`config.mk`:
```
export PLATFORM = sky130hd
export DESIGN_NAME = cache_req_master
export DESIGN_NICKNAME = d
export VERILOG_FILES = /design/src/rtl/cache_req_master.sv
export SDC_FILE = /design/constraint.sdc
export NUM_CORES = 1
export LEC_CHECK = 0
export ABC_CLOCK_PERIOD_IN_PS = 4400
export BUFFER_PORTS_ARGS = -buffer_cell sky130_fd_sc_hd__buf_2
export CAP_MARGIN = 20
export CORE_UTILIZATION = 61
export DETAILED_ROUTE_END_ITERATION = 8
export PLACE_DENSITY_LB_ADDON = 0.3
export SYNTH_ARGS = -nofsm -noshare
export SYNTH_HDL_FRONTEND = slang
export SYNTH_SLANG_ARGS = --single-unit
```
`constraint.sdc`:
```
create_clock -name clk_i -period 4.4 [get_ports clk_i]
set_clock_uncertainty 0.2 [all_clocks]
set_input_delay 0.44 -clock clk_i [delete_from_list [all_inputs] [get_ports clk_i]]
set_output_delay 0.44 -clock clk_i [all_outputs]
set_load 0.03 [all_outputs]
```
`src/rtl/cache_req_master.sv`:
```
// cache_req_master
// ----------------
// CPU-side request initiator for the cache processor port. Commands are
// queued in a small FIFO. The FSM issues them one at a time on the cache
// address/read/write lines and holds each request until busywait drops.
// A request that stalls for TIMEOUT consecutive cycles is aborted.
//
// Ports
//   clk_i, reset_i                 clock (rising edge), async active-low reset
//   cmd_valid_i / cmd_ready_o      command handshake into the FIFO
//   cmd_wr_i, cmd_addr_i,
//   cmd_wdata_i                    command type, address and write data
//   c_address_o, c_read_o,
//   c_wr_o, c_wdata_o              request lines to the cache
//   c_busywait_i, c_data_i         cache stall and read data
//   rsp_valid_o, rsp_wr_o,
//   rsp_data_o, rsp_err_o          per-access completion (one-cycle pulse)
//   err_o                          sticky timeout flag
//   acc_cnt_o, stall_cnt_o         saturating access / stall statistics
//
// Handshake: a command is taken on a rising edge where cmd_valid_i and
// cmd_ready_o are both high. cmd_ready_o depends only on the registered FIFO
// occupancy, never on cmd_valid_i or on a pop in the same cycle.
module cache_req_master #(
    parameter int ADDR_W     = 32,
    parameter int DATA_W     = 32,
    parameter int FIFO_DEPTH = 4,
    parameter int TIMEOUT    = 255,
    parameter int CNT_W      = 16
) (
    input  logic              clk_i,
    input  logic              reset_i,
    input  logic              cmd_valid_i,
    output logic              cmd_ready_o,
    input  logic              cmd_wr_i,
    input  logic [ADDR_W-1:0] cmd_addr_i,
    input  logic [DATA_W-1:0] cmd_wdata_i,
    output logic [ADDR_W-1:0] c_address_o,
    output logic              c_read_o,
    output logic              c_wr_o,
    output logic [DATA_W-1:0] c_wdata_o,
    input  logic              c_busywait_i,
    input  logic [DATA_W-1:0] c_data_i,
    output logic              rsp_valid_o,
    output logic              rsp_wr_o,
    output logic [DATA_W-1:0] rsp_data_o,
    output logic              rsp_err_o,
    output logic              err_o,
    output logic [CNT_W-1:0]  acc_cnt_o,
    output logic [CNT_W-1:0]  stall_cnt_o
);

    localparam int PTR_W = (FIFO_DEPTH > 1) ? $clog2(FIFO_DEPTH) : 1;
    localparam int TMR_W = $clog2(TIMEOUT + 1);

    typedef enum logic {
        ST_IDLE = 1'b0,
        ST_BUSY = 1'b1
    } state_t;

    state_t r_state;
    state_t w_state_next;

    // Command FIFO
    logic [ADDR_W-1:0] r_fifo_addr  [FIFO_DEPTH];
    logic [DATA_W-1:0] r_fifo_wdata [FIFO_DEPTH];
    logic              r_fifo_wr    [FIFO_DEPTH];
    logic [PTR_W-1:0]  r_wr_ptr;
    logic [PTR_W-1:0]  r_rd_ptr;
    logic [PTR_W:0]    r_count;

    // Outstanding request
    logic [ADDR_W-1:0] r_req_addr;
    logic [DATA_W-1:0] r_req_wdata;
    logic              r_req_wr;
    logic [TMR_W-1:0]  r_timer;

    logic              r_rsp_valid;
    logic              r_rsp_wr;
    logic [DATA_W-1:0] r_rsp_data;
    logic              r_rsp_err;
    logic              r_err;
    logic [CNT_W-1:0]  r_acc_cnt;
    logic [CNT_W-1:0]  r_stall_cnt;

    logic              w_full;
    logic              w_push;
    logic              w_pop;
    logic              w_stall;
    logic              w_done;
    logic              w_abort;
    logic [TMR_W-1:0]  w_timer_inc;

    assign w_full      = (r_count == (PTR_W+1)'(FIFO_DEPTH));
    assign w_push      = cmd_valid_i && !w_full;
    // Pop uses registered occupancy, so a command pushed this cycle is seen
    // by the FSM one edge later.
    assign w_pop       = (r_state == ST_IDLE) && (r_count != '0);
    assign w_stall     = (r_state == ST_BUSY) && c_busywait_i;
    assign w_done      = (r_state == ST_BUSY) && !c_busywait_i;
    assign w_timer_inc = r_timer + 1'b1;
    // The edge that would bring the timer up to TIMEOUT is the abort edge.
    assign w_abort     = w_stall && (w_timer_inc >= TMR_W'(TIMEOUT));

    // FSM: state register
    always_ff @(posedge clk_i or negedge reset_i) begin
        if (!reset_i) r_state <= ST_IDLE;
        else          r_state <= w_state_next;
    end

    // FSM: next state
    always_comb begin
        w_state_next = r_state;
        case (r_state)
            ST_IDLE: if (w_pop) w_state_next = ST_BUSY;
            ST_BUSY: if (w_done || w_abort) w_state_next = ST_IDLE;
            default: w_state_next = ST_IDLE;
        endcase
    end

    // FSM: outputs. Leaving BUSY always passes through IDLE, which guarantees
    // an idle cycle with both request lines low between accesses.
    always_comb begin
        c_read_o    = (r_state == ST_BUSY) && !r_req_wr;
        c_wr_o      = (r_state == ST_BUSY) && r_req_wr;
        c_address_o = r_req_addr;
        c_wdata_o   = r_req_wdata;
    end

    // FIFO storage needs no reset: occupancy guards every read.
    always_ff @(posedge clk_i) begin
        if (w_push) begin
            r_fifo_addr[r_wr_ptr]  <= cmd_addr_i;
            r_fifo_wdata[r_wr_ptr] <= cmd_wdata_i;
            r_fifo_wr[r_wr_ptr]    <= cmd_wr_i;
        end
    end

    // FIFO pointers; PTR_W-bit pointers wrap modulo FIFO_DEPTH.
    always_ff @(posedge clk_i or negedge reset_i) begin
        if (!reset_i) begin
            r_wr_ptr <= '0;
            r_rd_ptr <= '0;
            r_count  <= '0;
        end else begin
            if (w_push) r_wr_ptr <= r_wr_ptr + 1'b1;
            if (w_pop)  r_rd_ptr <= r_rd_ptr + 1'b1;
            case ({w_push, w_pop})
                2'b10:   r_count <= r_count + 1'b1;
                2'b01:   r_count <= r_count - 1'b1;
                default: r_count <= r_count;
            endcase
        end
    end

    // Request, response and statistics datapath
    always_ff @(posedge clk_i or negedge reset_i) begin
        if (!reset_i) begin
            r_req_addr  <= '0;
            r_req_wdata <= '0;
            r_req_wr    <= 1'b0;
            r_timer     <= '0;
            r_rsp_valid <= 1'b0;
            r_rsp_wr    <= 1'b0;
            r_rsp_data  <= '0;
            r_rsp_err   <= 1'b0;
            r_err       <= 1'b0;
            r_acc_cnt   <= '0;
            r_stall_cnt <= '0;
        end else begin
            r_rsp_valid <= w_done || w_abort;
            if (w_pop) begin
                r_req_addr  <= r_fifo_addr[r_rd_ptr];
                r_req_wdata <= r_fifo_wdata[r_rd_ptr];
                r_req_wr    <= r_fifo_wr[r_rd_ptr];
                r_timer     <= '0;
            end
            if (w_stall) begin
                r_timer <= w_timer_inc;
                if (r_stall_cnt != '1) r_stall_cnt <= r_stall_cnt + 1'b1;
            end
            if (w_done) begin
                r_rsp_wr   <= r_req_wr;
                r_rsp_data <= r_req_wr ? '0 : c_data_i;
                r_rsp_err  <= 1'b0;
                if (r_acc_cnt != '1) r_acc_cnt <= r_acc_cnt + 1'b1;
            end
            if (w_abort) begin
                r_rsp_wr   <= r_req_wr;
                r_rsp_data <= '0;
                r_rsp_err  <= 1'b1;
                r_err      <= 1'b1;
            end
        end
    end

    assign cmd_ready_o = !w_full;
    assign rsp_valid_o = r_rsp_valid;
    assign rsp_wr_o    = r_rsp_wr;
    assign rsp_data_o  = r_rsp_data;
    assign rsp_err_o   = r_rsp_err;
    assign err_o       = r_err;
    assign acc_cnt_o   = r_acc_cnt;
    assign stall_cnt_o = r_stall_cnt;

endmodule

```
After elaboration in Yosys (flattened, before gate mapping)
Memory sizes are Yosys's and may differ from the RTL's. A register that Yosys moved wholly into a read port is not among the register bits.
Index checks and enable logic that the tools add are counted.
{"block": "totals", "inputBits": 101, "output_inout_bits": 135, "n_memories": 3, "regBits": 84, "ram_bits": 260, "wordCells": 64}
{"memory": "r_fifo_addr", "words": 4, "word_bits": 32, "rd": 1, "rd_ports_with_merged_regs": 1, "wr": 1, "line_no": "65", "source": "logic [ADDR_W-1:0] r_fifo_addr [FIFO_DEPTH];"}
{"memory": "r_fifo_wdata", "words": 4, "word_bits": 32, "rd": 1, "rd_ports_with_merged_regs": 1, "wr": 1, "line_no": "66", "source": "logic [DATA_W-1:0] r_fifo_wdata [FIFO_DEPTH];"}
{"memory": "r_fifo_wr", "words": 4, "word_bits": 1, "rd": 1, "rd_ports_with_merged_regs": 1, "wr": 1, "line_no": "67", "source": "logic r_fifo_wr [FIFO_DEPTH];"}
{"block": "op_classes", "eq_ne": 5, "mux": 15, "n_addsub": 7, "reduce_logical": 20, "magnitude_cmp": 1, "bitwise_logic": 1}
{"op": "$mux W32", "count": 3}
{"op": "$add A16 B1 Y16 const B", "count": 2}
{"op": "$ne A16 B16 Y1 const B", "count": 2}
{"op": "$mux W8", "count": 2}
{"op": "$add A8 B1 Y8 const B", "count": 1}
{"op": "$ge A8 B8 Y1 const B", "count": 1}
{"op": "$mux W1", "count": 8}
{"op": "$logic_and A1 B1 Y1", "count": 7}
{"op": "$logic_not A1 Y1", "count": 6}
{"op": "$pmux W3 S2", "count": 1}
{"op": "$reduce_bool A2 Y1", "count": 3}
{"op": "$add A2 B1 Y2 const B", "count": 2}
{"op": "$reduce_and A2 Y1", "count": 2}
{"op": "$add A3 B1 Y3 const B", "count": 1}
{"op": "$eq A3 B3 Y1 const B", "count": 1}
{"op": "$reduce_bool A3 Y1", "count": 1}
{"op": "$sub A3 B1 Y3 const B", "count": 1}
{"op": "$eq A2 B1 Y1 const B", "count": 1}
{"op": "$eq A2 B2 Y1 const B", "count": 1}
{"op": "$pmux W1 S2", "count": 1}
{"op": "$logic_or A1 B1 Y1", "count": 1}
{"op": "$not A1 Y1", "count": 1}

Depth between registers and ports, before layout
{"block": "depth", "depth_word": 6, "ltp_mapped": 10, "ltp_nobuf": 10}

Worst setup path after synthesis
Ideal clock, no wire load.
{"block": "synth_path", "path_type": "register to register", "from": "register r_count[0]", "to": "memory r_fifo_addr[0][0] (enable)", "period_less_slack_ns": 3.045, "path_stages_with_launch": 4, "t_arrival_ns": 2.415, "setup_ns": 0.430, "n_path_buf": 0, "t_required_ns": 3.770, "path_slack_ns": 1.355, "path_cell_list": "dfrtp_1 > inv_1 > nand3_1 > and3_1"}
{"block": "synth_via", "elab_chain_cells": 5}
{"item": "from (decl)", "line_no": "70", "source": "logic [PTR_W:0] r_count;"}
{"item": "from (signal assigned)", "line_no": "149", "source": "2'b10: r_count <= r_count + 1'b1;"}
{"item": "from (signal assigned)", "line_no": "150", "source": "2'b01: r_count <= r_count - 1'b1;"}
{"item": "from (signal assigned)", "line_no": "151", "source": "default: r_count <= r_count;"}
{"item": "$eq A3 B3 Y1", "line_no": "94", "source": "assign w_full = (r_count == (PTR_W+1)'(FIFO_DEPTH));"}
{"item": "$logic_not A1 Y1"}
{"item": "named net cmd_ready_o", "line_no": "34", "source": "output logic cmd_ready_o,"}
{"item": "$logic_and A1 B1 Y1", "line_no": "95", "source": "assign w_push = cmd_valid_i && !w_full;"}
{"item": "$mux W1", "line_no": "132", "source": "if (w_push) begin"}
{"item": "$mux W1 (implied by the code)", "line_no": "133", "source": "r_fifo_addr[r_wr_ptr] <= cmd_addr_i;"}
{"item": "to (decl)", "line_no": "65"}
The timed path passes the listed nets, and every way through them passes these cells.

Final worst setup path
{"block": "layout_path", "from": "register r_timer[0]", "to": "register r_rsp_wr, in the netlist rsp_wr_o"}
{"block": "layout_via", "elab_chain_cells": 4, "word_cells_on_any_way": 5, "classes_between": "1 x add/sub; 1 x order compare; 1 x mux; 2 x reduce/logical"}
{"item": "from (decl)", "line_no": "76", "source": "logic [TMR_W-1:0] r_timer;"}
{"item": "from (signal assigned)", "line_no": "179", "source": "r_timer <= w_timer_inc;"}
{"item": "$add A8 B1 Y8 (*)", "line_no": "101", "source": "assign w_timer_inc = r_timer + 1'b1;"}
{"item": "$ge A8 B8 Y1 (*)", "line_no": "103", "source": "assign w_abort = w_stall && (w_timer_inc >= TMR_W'(TIMEOUT));"}
{"item": "$logic_and A1 B1 Y1 (*)", "line_no": "103"}
{"item": "$mux W1 or $reduce_bool A2 Y1 (tied branches)"}
{"item": "to (signal assigned)", "line_no": "183", "source": "r_rsp_wr <= r_req_wr;"}
{"item": "to (signal assigned)", "line_no": "189", "source": "r_rsp_wr <= r_req_wr;"}
{"item": "to (decl)", "line_no": "79", "source": "logic r_rsp_wr;"}
Mark *: on every way between the ends. The rest lies on a longest branch, timed or not.
A chain may end at the register's enable or synchronous reset.

==> qor.txt <==
Slowest stage cell, crit path: dfrtp_1
Initial Util: 62.96%
Comb power frac: 31.8%
Yosys top cell area share: 50.40%
Min Hold Slack: 189.3 ps
Slew @ Worst Pin: 1072 ps
Core ar.: 0.02460 mm²
Net switching power: 0.004660 W
Synth Area per Inst: 19.29 µm²
Sequential Power Share: 43.4%
Share of cells above drive strength 1: 37.70%
Pre-antenna DRT Iters: 5
Die width: 161.4 µm
I/O Pins: 236
Power share of the clock group: 24.8%
Post-Syn Nets: 914
Hold crit path type: in -> reg
Setup_tns: 0 ps
R2R Setup Slk: 1790 ps
Cell Chain, Critical Path: ha_1 > or3b_1 > o22ai_1 > nor3_1 > o31a_1 > buf_4 > mux2_1
Synth area leaders: edfxtp_1 50%, dfrtp_1 24%, mux4_2 9.4%, mux2_2 4.9%, a22o_1 1.8%
Internal power: 0.009116 W
P&R area growth vs syn: 24.83%
Slew HR: 28.53%
P per Cell Area: 712.4 mW/mm²
Worst Path Required: 4610 ps
FILL cells: 1,302
Critical path depth: 7
Post-synth top area cell: edfxtp_1
Main flop type after synthesis: edfxtp_1
Leak: 7.670 nW
Crit path buf inv count: 1
Final core occ: 78.60%
Outcome: completed
Post-DRT Antenna Nets: 0
Vias in the first global route: 9,234
GRT Total Usage: 25.80%
CTS sink cnt: 409
Crit path kind: reg -> reg
Number of flops mapped to enable cells by yosys: 260
Total number of vias: 8,749
Placed inst area: 0.01703 mm²
Vias per std cell: 5.806
FMAX: 0.3832 GHz
# H-tree levels: 2
Worst hold stages: 3
CTS Buffer Depth: 3
Port bufs: 235
Area fraction in compound gates after synthesis: 3.109%
Family with the most delay on the worst path: simple AND/OR/NAND/NOR gates
XOR/XNOR share of the synthesized area: 1.866%
1st-iter DRT viols: 914
Mean routed wirelength per cell: 21.56 µm
Post-DP HPWL: 17,570 µm
Clock root buffer: clkbuf_16
Final Hold Viols: 0
Final setup violation count: 0
Die H: 161.4 µm
Max-Cap Viols: 0
Initial antenna violation count: 0
Most frequent cells in the layout: 260 x edfxtp_1, 234 x buf_2, 147 x dfrtp_1
Async S/R FF share, synth: 36.43%
Seq/Total Area, Yosys: 74.46%
# DRC: 0
CTS tree: built
Main combinational cell family by area after synthesis: multiplexers
Crit. End Element: flop
Slack of the critical path: 1791 ps
ANT cells: 0
First-pass GRT wire length: 50,840 µm
Unrepaired setup endpoints after global routing: no
Clock slew at reported path FFs: 60 ps
Total grt overflow: 0
Total Routed Length: 32,490 µm
Setup WS pre-CTS: 1822 ps
Fin crit share: 59.30%
Switching share of power: 33.83%
Critical path data arrival time: 2820 ps
Synth warn: 0
CTS Buf Count: 41
Clk Latency, worst-skew pair: 530 ps
Post-CTS Resized: 0
Final worst path period need: 2609 ps
Synth Area in Simple Gates: 3.974%
Post-synth cell types: 45
Reg2reg path depth: 7
Register bit total from synthesis: 409
Final nets: 1,264
Synth Instances: 803
Max incr delay on CP: 450 ps
Commonest non-fill, non-tap cell in the layout: edfxtp_1
Mux cell area share after synthesis: 14.46%
Largest net degree at the start of global routing: 89
Worst Path Max Fanout: 34
CP startpoint kind: flop
Adder-Cell Fraction of Synth Area: 0.8561%
Final Max Slew Viols: 0
Max VDD drop: 777.3 µV
Gpl congestion: 0.8200
Core Rows: 57
Design area: 0.01934 mm²
Die ar.: 0.02604 mm²
Synthesized area: 0.01549 mm²
## state kept, by name (all words and copies together), names as in the netlist, 2 cells and up
name and flops:
acc_cnt_o 16, c_address_o 32, c_wdata_o 32, r_count 3, r_fifo_addr 128, r_fifo_wdata 128, r_fifo_wr 4, r_rd_ptr 2
r_timer 8, r_wr_ptr 2, rsp_data_o 32, stall_cnt_o 16
## layout make-up
type / instances / area (µm²) / share of cell area (%)
Sequential cell: 409 / 11540 / 59.69
Clock inverter: 13 / 132.6 / 0.6858
Tap cell: 324 / 405.4 / 2.096
Multi-Input combinational cell: 352 / 3789 / 19.59
Timing Repair Buffer: 340 / 2236 / 11.56
Clock buffer: 60 / 1199 / 6.198
Inverter: 9 / 33.78 / 0.1747
## final timing paths
check,start,endpoint
min in group asynchronous,reset_i,c_address_o[20]
setup reg to reg,r_timer[0],rsp_wr_o
setup / recovery,r_timer[0],rsp_wr_o
hold / removal,cmd_valid_i,r_wr_ptr[0]
hold reg to reg,err_o,err_o
max in group asynchronous,reset_i,c_wdata_o[24]
## cell usage after synthesis, types with 2 or more instances
cell type / instances
a21oi_1: 4
a22o_1: 32
a31oi_1: 3
and2_1: 4
and3_1: 17
and4_1: 5
and4b_1: 2
buf_1: 2
buf_2: 8
buf_6: 4
clkbuf_1: 19
dfrtp_1: 149
edfxtp_1: 260
ha_1: 9
inv_1: 9
mux2_2: 67
mux4_2: 65
nand2_1: 22
nand2b_1: 4
nand3_1: 16
nand3b_1: 2
nand4_1: 8
nand4b_1: 2
nor2_1: 14
nor2b_1: 3
nor3_1: 7
o211a_1: 2
o21a_1: 3
o21ai_0: 12
o22ai_1: 3
xnor2_1: 21
xor2_1: 12
## cells by family after synthesis
| logic type | after synthesis |
|---|---|
| buffers and inverters | 42 |
| multiplexers | 134 |
| flip-flops | 409 |
| adder cells (fa/ha/maj) | 10 |
| AND/OR/NAND/NOR | 111 |
| XOR/XNOR | 33 |
| AO/OA/AOI/OAI | 64 |
## worst reg2reg max path: stages (launching register included)
cell	delay, ps
dfrtp_1	450
ha_1	360
or3b_1	410
o22ai_1	120
nor3_1	80
o31a_1	280
buf_4	250
mux2_1	350
## stage by stage
| step | total power [W] | instances |
|---|---|---|
| final | 0.01378 | 1507 |
| after detailed placement | 0.01034 | 1336 |
| after floorplan | 0.008996 | 803 |
| after global routing | 0.01436 | 1507 |
| after global placement | 0.01017 | 1335 |
| after CTS | 0.01382 | 1507 |
## layer usage
metal  vias to the layer above  share of wire (%)  GRT usage (%)
met5                         -                  0              0
met4                         0                2.9          9.177
met3                        66                6.6          5.008
met2                       348                 51          43.63
met1                      4471                 39          33.80
li1                       3864                  -              -
## power groups by stage
stage | Combinational (W) | Sequential (W) | Clock [W]
floorplan | 0.00231 | 0.00668 | 0
global placement | 0.00418 | 0.00599 | 0
detailed placement | 0.00430 | 0.00604 | 0
CTS | 0.00440 | 0.00598 | 0.00344
global route | 0.00464 | 0.00612 | 0.00360
finish | 0.00438 | 0.00598 | 0.00342
## timing repair
action	4_1_cts	5_1_grt
endpoints found under the hold margin	378	0
setup endpoints to repair	0	0
setup buffers	0	0
hold buffers	98	0
Note: power is estimated with default switching activity, not from simulation.
